==> config.mk <==
export PLATFORM = sky130hd
export DESIGN_NAME = axi2apb_cmd_ctrl
export DESIGN_NICKNAME = d
export VERILOG_FILES = /design/src/rtl/axi2apb_pkg.sv /design/src/rtl/axi2apb_rr_arb.sv /design/src/rtl/axi2apb_cmd_ctrl.sv
export SDC_FILE = /design/constraint.sdc
export NUM_CORES = 1
export LEC_CHECK = 0
export CAP_MARGIN = 20
export CORE_MARGIN = 3
export CORE_UTILIZATION = 38
export CTS_BUF_LIST = sky130_fd_sc_hd__clkbuf_2
export DETAILED_ROUTE_END_ITERATION = 8
export GPL_ROUTABILITY_DRIVEN = 0
export PLACE_DENSITY_LB_ADDON = 0.25
export SLEW_MARGIN = 30
export SYNTH_ARGS = -nofsm -noshare
export SYNTH_HDL_FRONTEND = slang
export SYNTH_SLANG_ARGS = --single-unit
==> constraint.sdc <==
create_clock -name clk -period 3.55 [get_ports clk]
set_input_delay 0.8875 -clock clk [delete_from_list [all_inputs] [get_ports clk]]
set_output_delay 0.8875 -clock clk [all_outputs]
set_load 0.005 [all_outputs]
==> src/rtl/axi2apb_pkg.sv <==
// Shared types and helpers for the AXI-to-APB command controller.
package axi2apb_pkg;

    typedef enum logic [2:0] {
        IDLE,
        SETUP,
        ACCESS,
        ERR,
        RESP
    } state_t;

    typedef enum logic {
        READ  = 1'b0,
        WRITE = 1'b1
    } grant_t;

    localparam logic [1:0] RESP_OK     = 2'b00;
    localparam logic [1:0] RESP_SLVERR = 2'b10;
    localparam logic [1:0] RESP_DECERR = 2'b11;

    // Number of 32-bit APB lanes carried by one AXI data beat.
    function automatic int lane_count(input int data_width);
        return data_width / 32;
    endfunction

    // Address bits needed to pick one lane (log2 of the lane count).
    function automatic int lane_bits(input int data_width);
        int n;
        n = 0;
        for (int i = 0; i < 8; i++) begin
            if ((1 << n) < data_width / 32) n = n + 1;
        end
        return n;
    endfunction

endpackage

==> src/rtl/axi2apb_rr_arb.sv <==
// Two-way round-robin arbiter between the read and write request paths.
module axi2apb_rr_arb
    import axi2apb_pkg::*;
(
    input  logic clk,
    input  logic rst,
    input  logic req_rd,
    input  logic req_wr,
    input  logic advance,
    output logic gnt_rd,
    output logic gnt_wr
);

    grant_t last_grant;

    // Starting from WRITE lets a read win the first tie after reset.
    always_ff @(posedge clk) begin
        if (rst) begin
            last_grant <= WRITE;
        end else if (advance) begin
            last_grant <= gnt_wr ? WRITE : READ;
        end
    end

    always_comb begin
        gnt_rd = req_rd & (~req_wr | (last_grant == WRITE));
        gnt_wr = req_wr & ~gnt_rd;
    end

endmodule

==> src/rtl/axi2apb_cmd_ctrl.sv <==
// AXI-to-APB command controller: accepts single-beat AXI requests, arbitrates
// read vs write, sequences the APB phases and hands the command to the response stage.
module axi2apb_cmd_ctrl
    import axi2apb_pkg::*;
#(
    parameter int AXI_ID_WIDTH   = 6,
    parameter int AXI_DATA_WIDTH = 64,
    parameter int APB_ADDR_WIDTH = 12,
    parameter int TIMEOUT_CYCLES = 256
) (
    input  logic                        clk,
    input  logic                        rst,
    input  logic [AXI_ID_WIDTH-1:0]     ARID,
    input  logic [31:0]                 ARADDR,
    input  logic [7:0]                  ARLEN,
    input  logic [2:0]                  ARSIZE,
    input  logic                        ARVALID,
    output logic                        ARREADY,
    input  logic [AXI_ID_WIDTH-1:0]     AWID,
    input  logic [31:0]                 AWADDR,
    input  logic [7:0]                  AWLEN,
    input  logic [2:0]                  AWSIZE,
    input  logic                        AWVALID,
    output logic                        AWREADY,
    input  logic [AXI_DATA_WIDTH-1:0]   WDATA,
    input  logic [AXI_DATA_WIDTH/8-1:0] WSTRB,
    input  logic                        WLAST,
    input  logic                        WVALID,
    output logic                        WREADY,
    output logic                        psel,
    output logic                        penable,
    output logic                        pwrite,
    output logic [APB_ADDR_WIDTH-1:0]   paddr,
    output logic [31:0]                 pwdata,
    output logic [3:0]                  pstrb,
    input  logic                        pready,
    output logic [AXI_ID_WIDTH-1:0]     cmd_id,
    output logic [APB_ADDR_WIDTH+3:0]   cmd_addr,
    output logic                        cmd_err,
    output logic                        cmd_err_go,
    input  logic                        finish_rd,
    input  logic                        finish_wr
);

    localparam int LANES = lane_count(AXI_DATA_WIDTH);
    localparam int CNT_W = (TIMEOUT_CYCLES > 1) ? $clog2(TIMEOUT_CYCLES) : 1;
    localparam logic [CNT_W-1:0] CNT_LAST = CNT_W'(TIMEOUT_CYCLES - 1);

    state_t           state;
    state_t           state_nxt;
    logic             gnt_rd;
    logic             gnt_wr;
    logic             grant;
    logic             grant_err;
    logic             rd_err;
    logic             wr_err;
    logic             timeout_hit;
    logic             finish_hit;
    logic [CNT_W-1:0] acc_cnt;
    logic [31:0]      lane_idx;
    logic [31:0]      lane_data;
    logic [3:0]       lane_strb;
    logic             unused_bits;

    assign unused_bits = ^ARADDR[31:APB_ADDR_WIDTH+4];

    axi2apb_rr_arb u_arb (
        .clk     (clk),
        .rst     (rst),
        .req_rd  (ARVALID),
        .req_wr  (AWVALID & WVALID),
        .advance (grant),
        .gnt_rd  (gnt_rd),
        .gnt_wr  (gnt_wr)
    );

    assign grant       = (state == IDLE) & (gnt_rd | gnt_wr);
    assign rd_err      = (ARLEN != 8'd0) | (ARSIZE > 3'd2);
    assign wr_err      = (AWLEN != 8'd0) | (AWSIZE > 3'd2) | ~WLAST;
    assign grant_err   = gnt_wr ? wr_err : rd_err;
    assign timeout_hit = (TIMEOUT_CYCLES != 0) && (acc_cnt == CNT_LAST);
    assign finish_hit  = pwrite ? finish_wr : finish_rd;

    // Pick the 32-bit slice of the AXI beat addressed by AWADDR.
    always_comb begin
        lane_idx  = (AWADDR >> 2) & 32'(LANES - 1);
        lane_data = WDATA[31:0];
        lane_strb = WSTRB[3:0];
        for (int i = 1; i < LANES; i++) begin
            if (lane_idx == 32'(i)) begin
                lane_data = WDATA[32*i +: 32];
                lane_strb = WSTRB[4*i +: 4];
            end
        end
    end

    always_ff @(posedge clk) begin
        if (rst) state <= IDLE;
        else     state <= state_nxt;
    end

    always_comb begin
        state_nxt  = state;
        ARREADY    = 1'b0;
        AWREADY    = 1'b0;
        WREADY     = 1'b0;
        psel       = 1'b0;
        penable    = 1'b0;
        cmd_err_go = 1'b0;
        case (state)
            IDLE: begin
                ARREADY = gnt_rd;
                AWREADY = gnt_wr;
                WREADY  = gnt_wr;
                if (grant) state_nxt = grant_err ? ERR : SETUP;
            end
            SETUP: begin
                psel      = 1'b1;
                state_nxt = ACCESS;
            end
            ACCESS: begin
                psel    = 1'b1;
                penable = 1'b1;
                if (pready)           state_nxt = RESP;
                else if (timeout_hit) state_nxt = ERR;
            end
            ERR: begin
                cmd_err_go = 1'b1;
                state_nxt  = RESP;
            end
            RESP: begin
                if (finish_hit) state_nxt = IDLE;
            end
            default: state_nxt = IDLE;
        endcase
    end

    always_ff @(posedge clk) begin
        if (rst) begin
            acc_cnt <= '0;
        end else if (state == ACCESS) begin
            acc_cnt <= acc_cnt + 1'b1;
        end else if ((state == RESP) && finish_hit) begin
            acc_cnt <= '0;
        end
    end

    // A pready coinciding with expiry keeps the transfer good.
    always_ff @(posedge clk) begin
        if (rst) begin
            cmd_err <= 1'b0;
        end else if (grant) begin
            cmd_err <= grant_err;
        end else if ((state == ACCESS) && !pready && timeout_hit) begin
            cmd_err <= 1'b1;
        end
    end

    always_ff @(posedge clk) begin
        if (rst) begin
            cmd_id   <= '0;
            cmd_addr <= '0;
            paddr    <= '0;
            pwrite   <= 1'b0;
            pwdata   <= '0;
            pstrb    <= '0;
        end else if (grant) begin
            cmd_id   <= gnt_wr ? AWID : ARID;
            cmd_addr <= gnt_wr ? AWADDR[APB_ADDR_WIDTH+3:0] : ARADDR[APB_ADDR_WIDTH+3:0];
            paddr    <= gnt_wr ? {AWADDR[APB_ADDR_WIDTH-1:2], 2'b00}
                               : {ARADDR[APB_ADDR_WIDTH-1:2], 2'b00};
            pwrite   <= gnt_wr;
            pwdata   <= gnt_wr ? lane_data : 32'd0;
            pstrb    <= gnt_wr ? lane_strb : 4'd0;
        end
    end

endmodule

==> results.json, run 1 <==
{
  "timing.critical_path.slowest_stage_cell": "clkdlybuf4s50_1",
  "share_seq_of_total_power": 0.420,
  "critPathCapture": "AWREADY",
  "coreArea_um2": 8460,
  "timing.reg2reg.setup_slack_ps": 1500,
  "detail_route.first_pass.iterations": 4,
  "p_clk_frac": 0.182,
  "ant_nets": 0,
  "power_density_nw_per_um2": 419,
  "status": "finished, final reports clean",
  "postSynth.topFlopCell": "dfxtp_1",
  "grt_pass1_wl_um": 17300,
  "globalRouteTotalUtil": 0.215,
  "via_cell_ratio": 5.18,
  "cts_htree_levels": 3,
  "routed-via-count": 3488,
  "detail_route.wl_per_cell_um": 16.4,
  "areaGrowthSynthToFinish_pct": 66.6,
  "power.share.combinational": 0.398,
  "netlist_instances": 367,
  "top_level_ports": 257,
  "synth-async-reset-ratio": 0,
  "layout_setup_ws_ps": 165,
  "synth_common_cells": "72 x dfxtp_1, 69 x nor2_1, 37 x mux2_2",
  "maximum_count_of_clock_buffers_along_a_single_path": 2,
  "r2r.worst_path.cells": 5,
  "timing.max_slew.rel_slack": 0.429,
  "crit_path_start": "AWVALID",
  "crit_family": "buffers and inverters",
  "grt_start_max_net_pins": 48,
  "final-setup-viol-count": 0,
  "static_leakage_nw": 2.17,
  "synth.most_common_cell": "dfxtp_1",
  "crit_cells": 4,
  "worstPathCellList": "clkdlybuf4s50_1 > nand2_1 > nor3b_2 > clkdlybuf4s50_1",
  "cell_count_post_placement": 658,
  "synth-edff-count": 0,
  "globalRouteOverflowTotal": 0,
  "die_h_um": 101,
  "instances_no_fill": 673,
  "cts.clk_slew.worst_paths_ps": 180,
  "count_of_buffers_from_port_buffering": 222,
  "drc_errors": 0,
  "synth_seq_cells": 72,
  "ctsResizeCount": 0,
  "number_of_global_route_vias_before_repair": 3590,
  "cts.hold.buffers_added": 0,
  "post_synth_instance_area_um2": 3420,
  "finalCriticalPeriod_ps": 3380,
  "share_of_cells_above_drive_strength_1": 0.116,
  "finish.utilization": 0.673,
  "cp.required_ps": 2660,
  "ys.warnings.count": 0,
  "cell_row_count": 33,
  "finalClockSkew_ps": 18.4,
  "worstPathMaxFanout": 3,
  "path_buf_inv": 2,
  "critical-path-top-cell-by-count": "clkdlybuf4s50_1",
  "antenna_found_initial": 0,
  "worstSetupEndpointType": "output port",
  "worst_skew_pair.late_latency_ps": 480,
  "insertedDiodeCount": 0,
  "dpl.hpwl_um": 8530,
  "ir_worst_vdd_v": 0.000213,
  "min_period_over_period": 0.953,
  "hold_path_origin": "acc_cnt[7]$_SDFFE_PP0P_",
  "p_int_mw": 1.63,
  "post-cts-setup-buffers": 0,
  "top_cell_type_by_total_area_after_synthesis": "dfxtp_1",
  "die_w_um": 101,
  "fin_tns_setup_ps": 0,
  "finalInstanceArea_um2": 5700,
  "cts_tree": "done",
  "rsz_0062_raised_after_global_routing": "no",
  "numCtsBuffers": 9,
  "totalWireLength_um": 11000,
  "final-hold-violation-count": 0,
  "yosysUniqueCellTypes": 39,
  "regToRegStartpoint": "state[1]$_SDFFE_PP0P_",
  "die-area_um2": 10200,
  "power.share.switching": 0.317,
  "setup.worst_path.start_class": "input pin",
  "syn_area_per_cell_um2": 9.32,
  "cap_viol_max_count": 0,
  "r2r-end": "pwdata[5]$_SDFFE_PP0P_",
  "yosysTopAreaCellShare": 0.422,
  "cell_area_placed_um2": 5590,
  "cts_num_sinks": 72,
  "seq_area_frac_synth": 0.422,
  "final-max-slew-violation-count": 0,
  "drt_iter0_markers": 114,
  "data_arrival_time_at_the_worst_slack_endpoint_ps": 2500,
  "synth_top_cells_by_area": "dfxtp_1 42%, mux2_2 12%, a22oi_1 7.9%",
  "timing.fmax_mhz": 295,
  "hold_path_depth": 2,
  "clk_root_buffer_cell": "clkbuf_2",
  "place_ws_ps": 144,
  "cpPeakStageDelay_ps": 590,
  "start_util": 0.404,
  "setup.worst_path.class": "in2out",
  "worst_tran_pin_value_ps": 856,
  "timing.hold.worst.class": "reg2reg",
  "power.net_switching_mw": 0.757,
  "nNetsFinal": 744
}
==> how the worst min path moves through the flow <==
stage	to
4_1_cts	acc_cnt[7]$_SDFFE_PP0P_
3_3_place_gp	acc_cnt[7]$_SDFFE_PP0P_
6_report	acc_cnt[7]$_SDFFE_PP0P_
3_5_place_dp	acc_cnt[7]$_SDFFE_PP0P_
2_1_floorplan	acc_cnt[6]$_SDFFE_PP0P_
5_1_grt	acc_cnt[7]$_SDFFE_PP0P_
==> cell type report <==
type	count	area, um^2
fill	708	2770
timing repair buffer	227	2250
inverter	2	7.51
clock inverter	6	61.3
multi-input combinational	252	1760
tap	105	131
sequential	72	1440
clock buffer	9	45.0
==> registers in the layout, summed over array words and instances (netlist names) <==
name	flops
cmd_addr	16
cmd_err	1
cmd_id	6
pstrb	4
pwrite	1
acc_cnt	8
pwdata	32
u_arb.last_grant	1
state	3
==> power by group through the flow <==
stage          sequential [mW]  clock (mW)  combinational (mW)
5_1_grt                   1.02       0.480                1.04
3_5_place_dp              1.02           0               0.957
3_3_place_gp              1.01           0               0.940
4_1_cts                   1.00       0.452               0.962
2_1_floorplan             1.02           0               0.466
6_report                  1.00       0.435               0.950
==> logic make-up (layout without fill, tap and decap cells) <==
family | Yosys count | after routing | share of synthesized area
AND/OR/NAND/NOR | 105 | 105 | 0.143
AO/OA/AOI/OAI | 84 | 84 | 0.174
flip-flops | 72 | 72 | 0.422
multiplexers | 59 | 59 | 0.186
buffers and inverters | 44 | 244 | 0.0681
adder cells (fa/ha/maj) | 1 | 1 | 0.00366
other | 1 | 2 | 0.00110
XOR/XNOR | 1 | 1 | 0.00256
==> worst min-delay path: stages (launching register included) <==
cell     delay [ps]
dfxtp_1         360
nand3_1          60
a21oi_1          50
==> per-layer routing <==
layer  wire length, um  share of wire  GRT usage
met2              5930           0.54      0.392
met1              4020           0.37      0.232
met5                 0              0          0
met4                80         0.0073     0.0466
met3               976          0.089     0.0886
==> cell usage in the layout (no fill, tap or decap), types with 2 or more instances in the layout <==
cell             count
clkbuf_2             9
nor4b_1              2
mux2_2              37
nand3_1              4
or2_0                2
a31oi_1              2
conb_1               2
nor2_1              69
dfxtp_1             72
clkdlybuf4s50_1    220
and3_1               4
a211oi_1            24
a22oi_1             36
and2_1               2
nand2_1              3
a211o_1              2
or4b_2               2
nor3_1               5
mux2i_1             22
clkinvlp_4           3
buf_2                2
buf_4                5
a21oi_1             10
o31ai_1              2
nand4_1              4
o21ai_0              6
==> stage by stage <==
step	hold WS (ps)	power, mW
floorplan	448	1.48
global placement	463	1.95
detailed placement	478	1.98
CTS	499	2.42
global route	526	2.54
finish	497	2.39
(Power assumes the default switching activity.)
==> inputs of run 2 (changes only) <==
CORE_AREA = 3 3 98 100   (was not set)
CORE_MARGIN = not set   (was 3)
CORE_UTILIZATION = not set   (was 38)
DIE_AREA = 0 0 101 103   (was not set)
DONT_BUFFER_PORTS = 1   (was not set)
SKIP_LAST_GASP = 1   (was not set)
==> run 2 against run 1 <==
Final cell count shrank 33%. Critical path depth decreased by 2. First-iteration DRC count fell by 7.0%. Combinational power down 49%. Sequential share of layout area rose by 16 points. Worst hold slack got worse by 43 ps. Wire length is 21% lower. Clock skew rose by 10 ps. Via count fell by 25%. Utilization is 27 points lower. Largest cell class is now multi-input combinational cells.
==> results.json, run 2 (synthesis gave the netlist of run 1 again) <==
{
  "timing.max_slew.rel_slack": 0.470,
  "maximum_count_of_clock_buffers_along_a_single_path": 2,
  "worst_skew_pair.late_latency_ps": 490,
  "hold_path_depth": 1,
  "via_cell_ratio": 5.74,
  "r2r.worst_path.cells": 5,
  "rsz_0062_raised_after_global_routing": "no",
  "power_density_nw_per_um2": 563,
  "grt_pass1_wl_um": 13000,
  "drc_errors": 0,
  "coreArea_um2": 8760,
  "nNetsFinal": 521,
  "top_regs": "pwdata (32), cmd_addr (16), acc_cnt (8)",
  "number_of_global_route_vias_before_repair": 2518,
  "cell_count_post_placement": 437,
  "fin_tns_setup_ps": 0,
  "status": "finished, final reports clean",
  "finalInstanceArea_um2": 3510,
  "max_ffs_per_register": 32,
  "cts_tree": "done",
  "count_of_buffers_from_port_buffering": 0,
  "cts.hold.buffers_added": 0,
  "routed-via-count": 2606,
  "start_util": 0.390,
  "finish.utilization": 0.400,
  "mostFrequentLayoutCell": "dfxtp_1",
  "multi_input_comb_area_um2": 1760,
  "data_arrival_time_at_the_worst_slack_endpoint_ps": 1860,
  "cts_htree_levels": 3,
  "worstSetupEndpointType": "output port",
  "dpl.hpwl_um": 6300,
  "die_h_um": 103,
  "drt_iter0_markers": 106,
  "finalCriticalPeriod_ps": 2750,
  "cell_row_count": 34,
  "n_fill_cell": 886,
  "cp.required_ps": 2660,
  "totalWireLength_um": 8740,
  "grt_start_max_net_pins": 75,
  "setup.worst_path.class": "reg2out",
  "worst_tran_pin_value_ps": 794,
  "numCtsBuffers": 9,
  "instances_no_fill": 454,
  "cell_area_placed_um2": 3370,
  "setup.worst_path.start_class": "flip-flop",
  "globalRouteOverflowTotal": 0,
  "timing.fmax_mhz": 364,
  "areaGrowthSynthToFinish_pct": 2.60,
  "globalRouteTotalUtil": 0.158,
  "cap_viol_max_count": 0,
  "mostFrequentLayoutCells": "72 x dfxtp_1, 69 x nor2_1, 37 x mux2_2",
  "die-area_um2": 10400,
  "detail_route.first_pass.iterations": 4,
  "share_of_cells_above_drive_strength_1": 0.191,
  "insertedDiodeCount": 0,
  "static_leakage_nw": 1.35,
  "min_period_over_period": 0.774,
  "ctsResizeCount": 0,
  "finalClockSkew_ps": 28.8,
  "cts_num_sinks": 72,
  "detail_route.wl_per_cell_um": 19.2,
  "ant_nets": 0,
  "final-max-slew-violation-count": 0,
  "cts.clk_slew.worst_paths_ps": 210,
  "antenna_found_initial": 0,
  "die_w_um": 101,
  "final-setup-viol-count": 0,
  "ir_worst_vdd_v": 0.000183,
  "timing.hold.worst.class": "in2reg",
  "post-cts-setup-buffers": 0,
  "final-hold-violation-count": 0,
  "p_total_mw": 1.97,
  "top_level_ports": 257,
  "top_reg_by_flops": "pwdata",
  "worstPathMaxFanout": 8,
  "clk_root_buffer_cell": "clkbuf_2",
  "ff_latch_area_um2": 1440
}
-- run 2: cell types whose count changed in the layout (fill, tap and decap cells not counted), sizes merged --
cell and change:
clkdlybuf4s50 -220, clkinvlp -1, buf -3, clkinv +1, clkbuf +1
-- run 2: layer usage --
metal / GRT usage / wire length [um] / share of wire / up-vias
li1: - / - / - / 1268
met1: 0.186 / 3400 / 0.39 / 1204
met2: 0.265 / 4410 / 0.51 / 129
met3: 0.0683 / 846 / 0.097 / 5
met4: 0.0429 / 77 / 0.0088 / 0
met5: 0 / 0 / 0 / -
-- run 2: stage by stage --
| step | hold slack (ps) | worst slack, ps |
|---|---|---|
| global route | 361 | 617 |
| finish | 453 | 801 |
| CTS | 372 | 697 |
| global placement | 458 | 1170 |
| floorplan | 448 | 966 |
| detailed placement | 459 | 1120 |
-- run 2: worst max-delay path, stage by stage, from the launching register on --
cell     delay, ps
dfxtp_1        420
or3_4          450
nor3b_2        520
-- run 2: layout make-up --
cell class,count,share of cell area
Inverter,2,0.00214
Clock buffer,10,0.0143
Sequential cell,72,0.411
Timing Repair Buffer,4,0.0143
Tap cell,108,0.0385
Clock inverter,6,0.0171
Multi-Input combinational cell,252,0.503
-- run 2: power breakdown --
| part | switching [mW] | internal [mW] |
|---|---|---|
| logic | 0.279 | 0.210 |
| registers | 0.116 | 0.923 |
| clock network | 0.285 | 0.162 |
-- run 2: worst paths after layout --
kind | start | endpoint | slack (ps)
worst max-delay path | state[1]$_SDFFE_PP0P_ | AWREADY | 800
worst min-delay path | rst | pwdata[21]$_SDFFE_PP0P_ | 450
worst max register to register | state[1]$_SDFFE_PP0P_ | pwdata[24]$_SDFFE_PP0P_ | 1490
worst min register to register | acc_cnt[6]$_SDFFE_PP0P_ | acc_cnt[6]$_SDFFE_PP0P_ | 480
==> inputs of run 3 (changes only) <==
clock period = 2.8 ns   (was 3.55 ns; I/O delays follow)
==> run 3 against run 2 <==
Power grew 32%. Via count increased by 0.69%. Flip-flop and latch count unchanged. First-iteration DRC count shrank 24%. Register-to-register slack got worse by 740 ps. Final area increased by 0.89%. Global-route usage is 0.47 points lower. Worst setup slack lost 560 ps. Clock power up 53%. Clock skew fell by 11 ps. Die area stayed put. Combinational power increased by 25%. Largest power group unchanged.
==> results.json, run 3 (synthesis gave the netlist of run 1 again) <==
{
  "number_of_global_route_vias_before_repair": 2416,
  "die_h_um": 103,
  "timing.max_slew.rel_slack": 0.530,
  "cts_num_sinks": 72,
  "antenna_found_initial": 0,
  "grt_pass1_wl_um": 12500,
  "worstSetupEndpointType": "output port",
  "timing.fmax_mhz": 391,
  "min_period_over_period": 0.913,
  "highest_layer": "met4",
  "numCtsBuffers": 9,
  "drt_iter0_markers": 81,
  "fin_tns_setup_ps": 0,
  "data_arrival_time_at_the_worst_slack_endpoint_ps": 1860,
  "cts.hold.buffers_added": 0,
  "insertedDiodeCount": 0,
  "globalRouteOverflowTotal": 0,
  "die-area_um2": 10400,
  "instances_no_fill": 455,
  "ir_worst_vdd_v": 0.000307,
  "top_regs": "pwdata (32), cmd_addr (16), acc_cnt (8)",
  "worstPathCellList": "or3_4 > nor3b_2",
  "dpl.hpwl_um": 6260,
  "clk_root_buffer_cell": "clkbuf_2",
  "share_of_cells_above_drive_strength_1": 0.193,
  "worst_skew_pair.late_latency_ps": 480,
  "mostFrequentLayoutCells": "72 x dfxtp_1, 69 x nor2_1, 37 x mux2_2",
  "hold_end": "pwdata[23]$_SDFFE_PP0P_",
  "cts_tree": "done",
  "timing.reg2reg.setup_slack_ps": 750,
  "wl_met1_um": 3360,
  "regToRegStartpoint": "state[0]$_SDFFE_PP0P_",
  "power_density_nw_per_um2": 737,
  "finalHoldWorstSlack_ps": 260,
  "finalClockSkew_ps": 17.8,
  "worst_tran_pin_value_ps": 704,
  "cts.clk_slew.worst_paths_ps": 220,
  "top_reg_by_flops": "pwdata",
  "r2r-end": "state[1]$_SDFFE_PP0P_",
  "maximum_count_of_clock_buffers_along_a_single_path": 2,
  "routed-via-count": 2624,
  "totalWireLength_um": 8710,
  "met2RoutedLength_um": 4510,
  "cap_viol_max_count": 0,
  "globalRouteTotalUtil": 0.154,
  "detail_route.wl_per_cell_um": 19.1,
  "timing.critical_path.slowest_stage_cell": "nor3b_2",
  "finalCriticalPeriod_ps": 2560,
  "hold_path_origin": "rst",
  "r2r.worst_path.cells": 5,
  "final-max-slew-violation-count": 0,
  "areaGrowthSynthToFinish_pct": 3.51,
  "wl_met3_um": 737,
  "ctsResizeCount": 0,
  "cpPeakStageDelay_ps": 520,
  "hold_path_depth": 1,
  "top_level_ports": 257,
  "via_cell_ratio": 5.77,
  "path_buf_inv": 0,
  "grt_start_max_net_pins": 75,
  "cell_row_count": 34,
  "drc_errors": 0,
  "cts_htree_levels": 3,
  "final-hold-violation-count": 0,
  "crit_family": "simple AND/OR/NAND/NOR gates",
  "rsz_0062_raised_after_global_routing": "no",
  "die_w_um": 101,
  "cp.required_ps": 2100,
  "setup.worst_path.start_class": "flip-flop",
  "mostFrequentLayoutCell": "dfxtp_1",
  "nNetsFinal": 522,
  "status": "finished, final reports clean",
  "ant_nets": 0,
  "cell_count_post_placement": 439,
  "start_util": 0.390,
  "coreArea_um2": 8760,
  "static_leakage_nw": 1.36,
  "timing.hold.worst.class": "in2reg",
  "max_ffs_per_register": 32,
  "worstPathMaxFanout": 9,
  "detail_route.first_pass.iterations": 4,
  "post-cts-setup-buffers": 0,
  "setup.worst_path.class": "reg2out",
  "count_of_buffers_from_port_buffering": 0,
  "final-setup-viol-count": 0
}
run 3: changes by cell type in the layout (fill, tap and decap cells not counted), sizes merged:
cell      delta
bufinv       +1
clkbuf       -1
clkinv       -1
buf          +1
clkinvlp     +1
run 3: final cells by class:
type	count	area (um^2)
clock buffers	9	45.0
clock inverters	7	96.3
fillers	881	5220
inverters	2	7.51
multi-input cells	252	1760
flip-flops and latches	72	1440
well taps	108	135
repair buffers	5	50.0
run 3: how the worst max path moves through the flow:
stage	from	to	cells after the start
after floorplan	state[0]$_SDFFE_PP0P_	WREADY	5
after global placement	ARVALID	cmd_addr[1]$_SDFFE_PP0P_	5
after detailed placement	ARVALID	cmd_addr[0]$_SDFFE_PP0P_	5
after CTS	state[1]$_SDFFE_PP0P_	AWREADY	2
after global routing	state[0]$_SDFFE_PP0P_	AWREADY	2
final	state[0]$_SDFFE_PP0P_	AWREADY	2
run 3: metrics by stage:
step / util / setup WS (ps) / power (mW) / instance area (um^2)
after global placement: 0.388 / 673 / 1.94 / 3400
after global routing: 0.404 / 65.4 / 2.79 / 3540
after CTS: 0.404 / 149 / 2.65 / 3540
after detailed placement: 0.388 / 583 / 1.96 / 3400
after floorplan: - / 557 / 1.88 / 3420
final: 0.404 / 243 / 2.61 / 3540
run 3: report_power, final:
part / switching [mW] / internal, mW / leakage (nW)
logic: 0.351 / 0.259 / 0.697
clock network: 0.387 / 0.294 / 0.0741
registers: 0.147 / 1.17 / 0.588
total: 0.885 / 1.72 / 1.36
run 3: per-layer routing:
| metal | vias up | GRT usage |
|---|---|---|
| met5 | - | 0 |
| met4 | 0 | 0.0593 |
| met3 | 11 | 0.0541 |
| met2 | 126 | 0.262 |
| met1 | 1221 | 0.177 |
| li1 | 1266 | - |
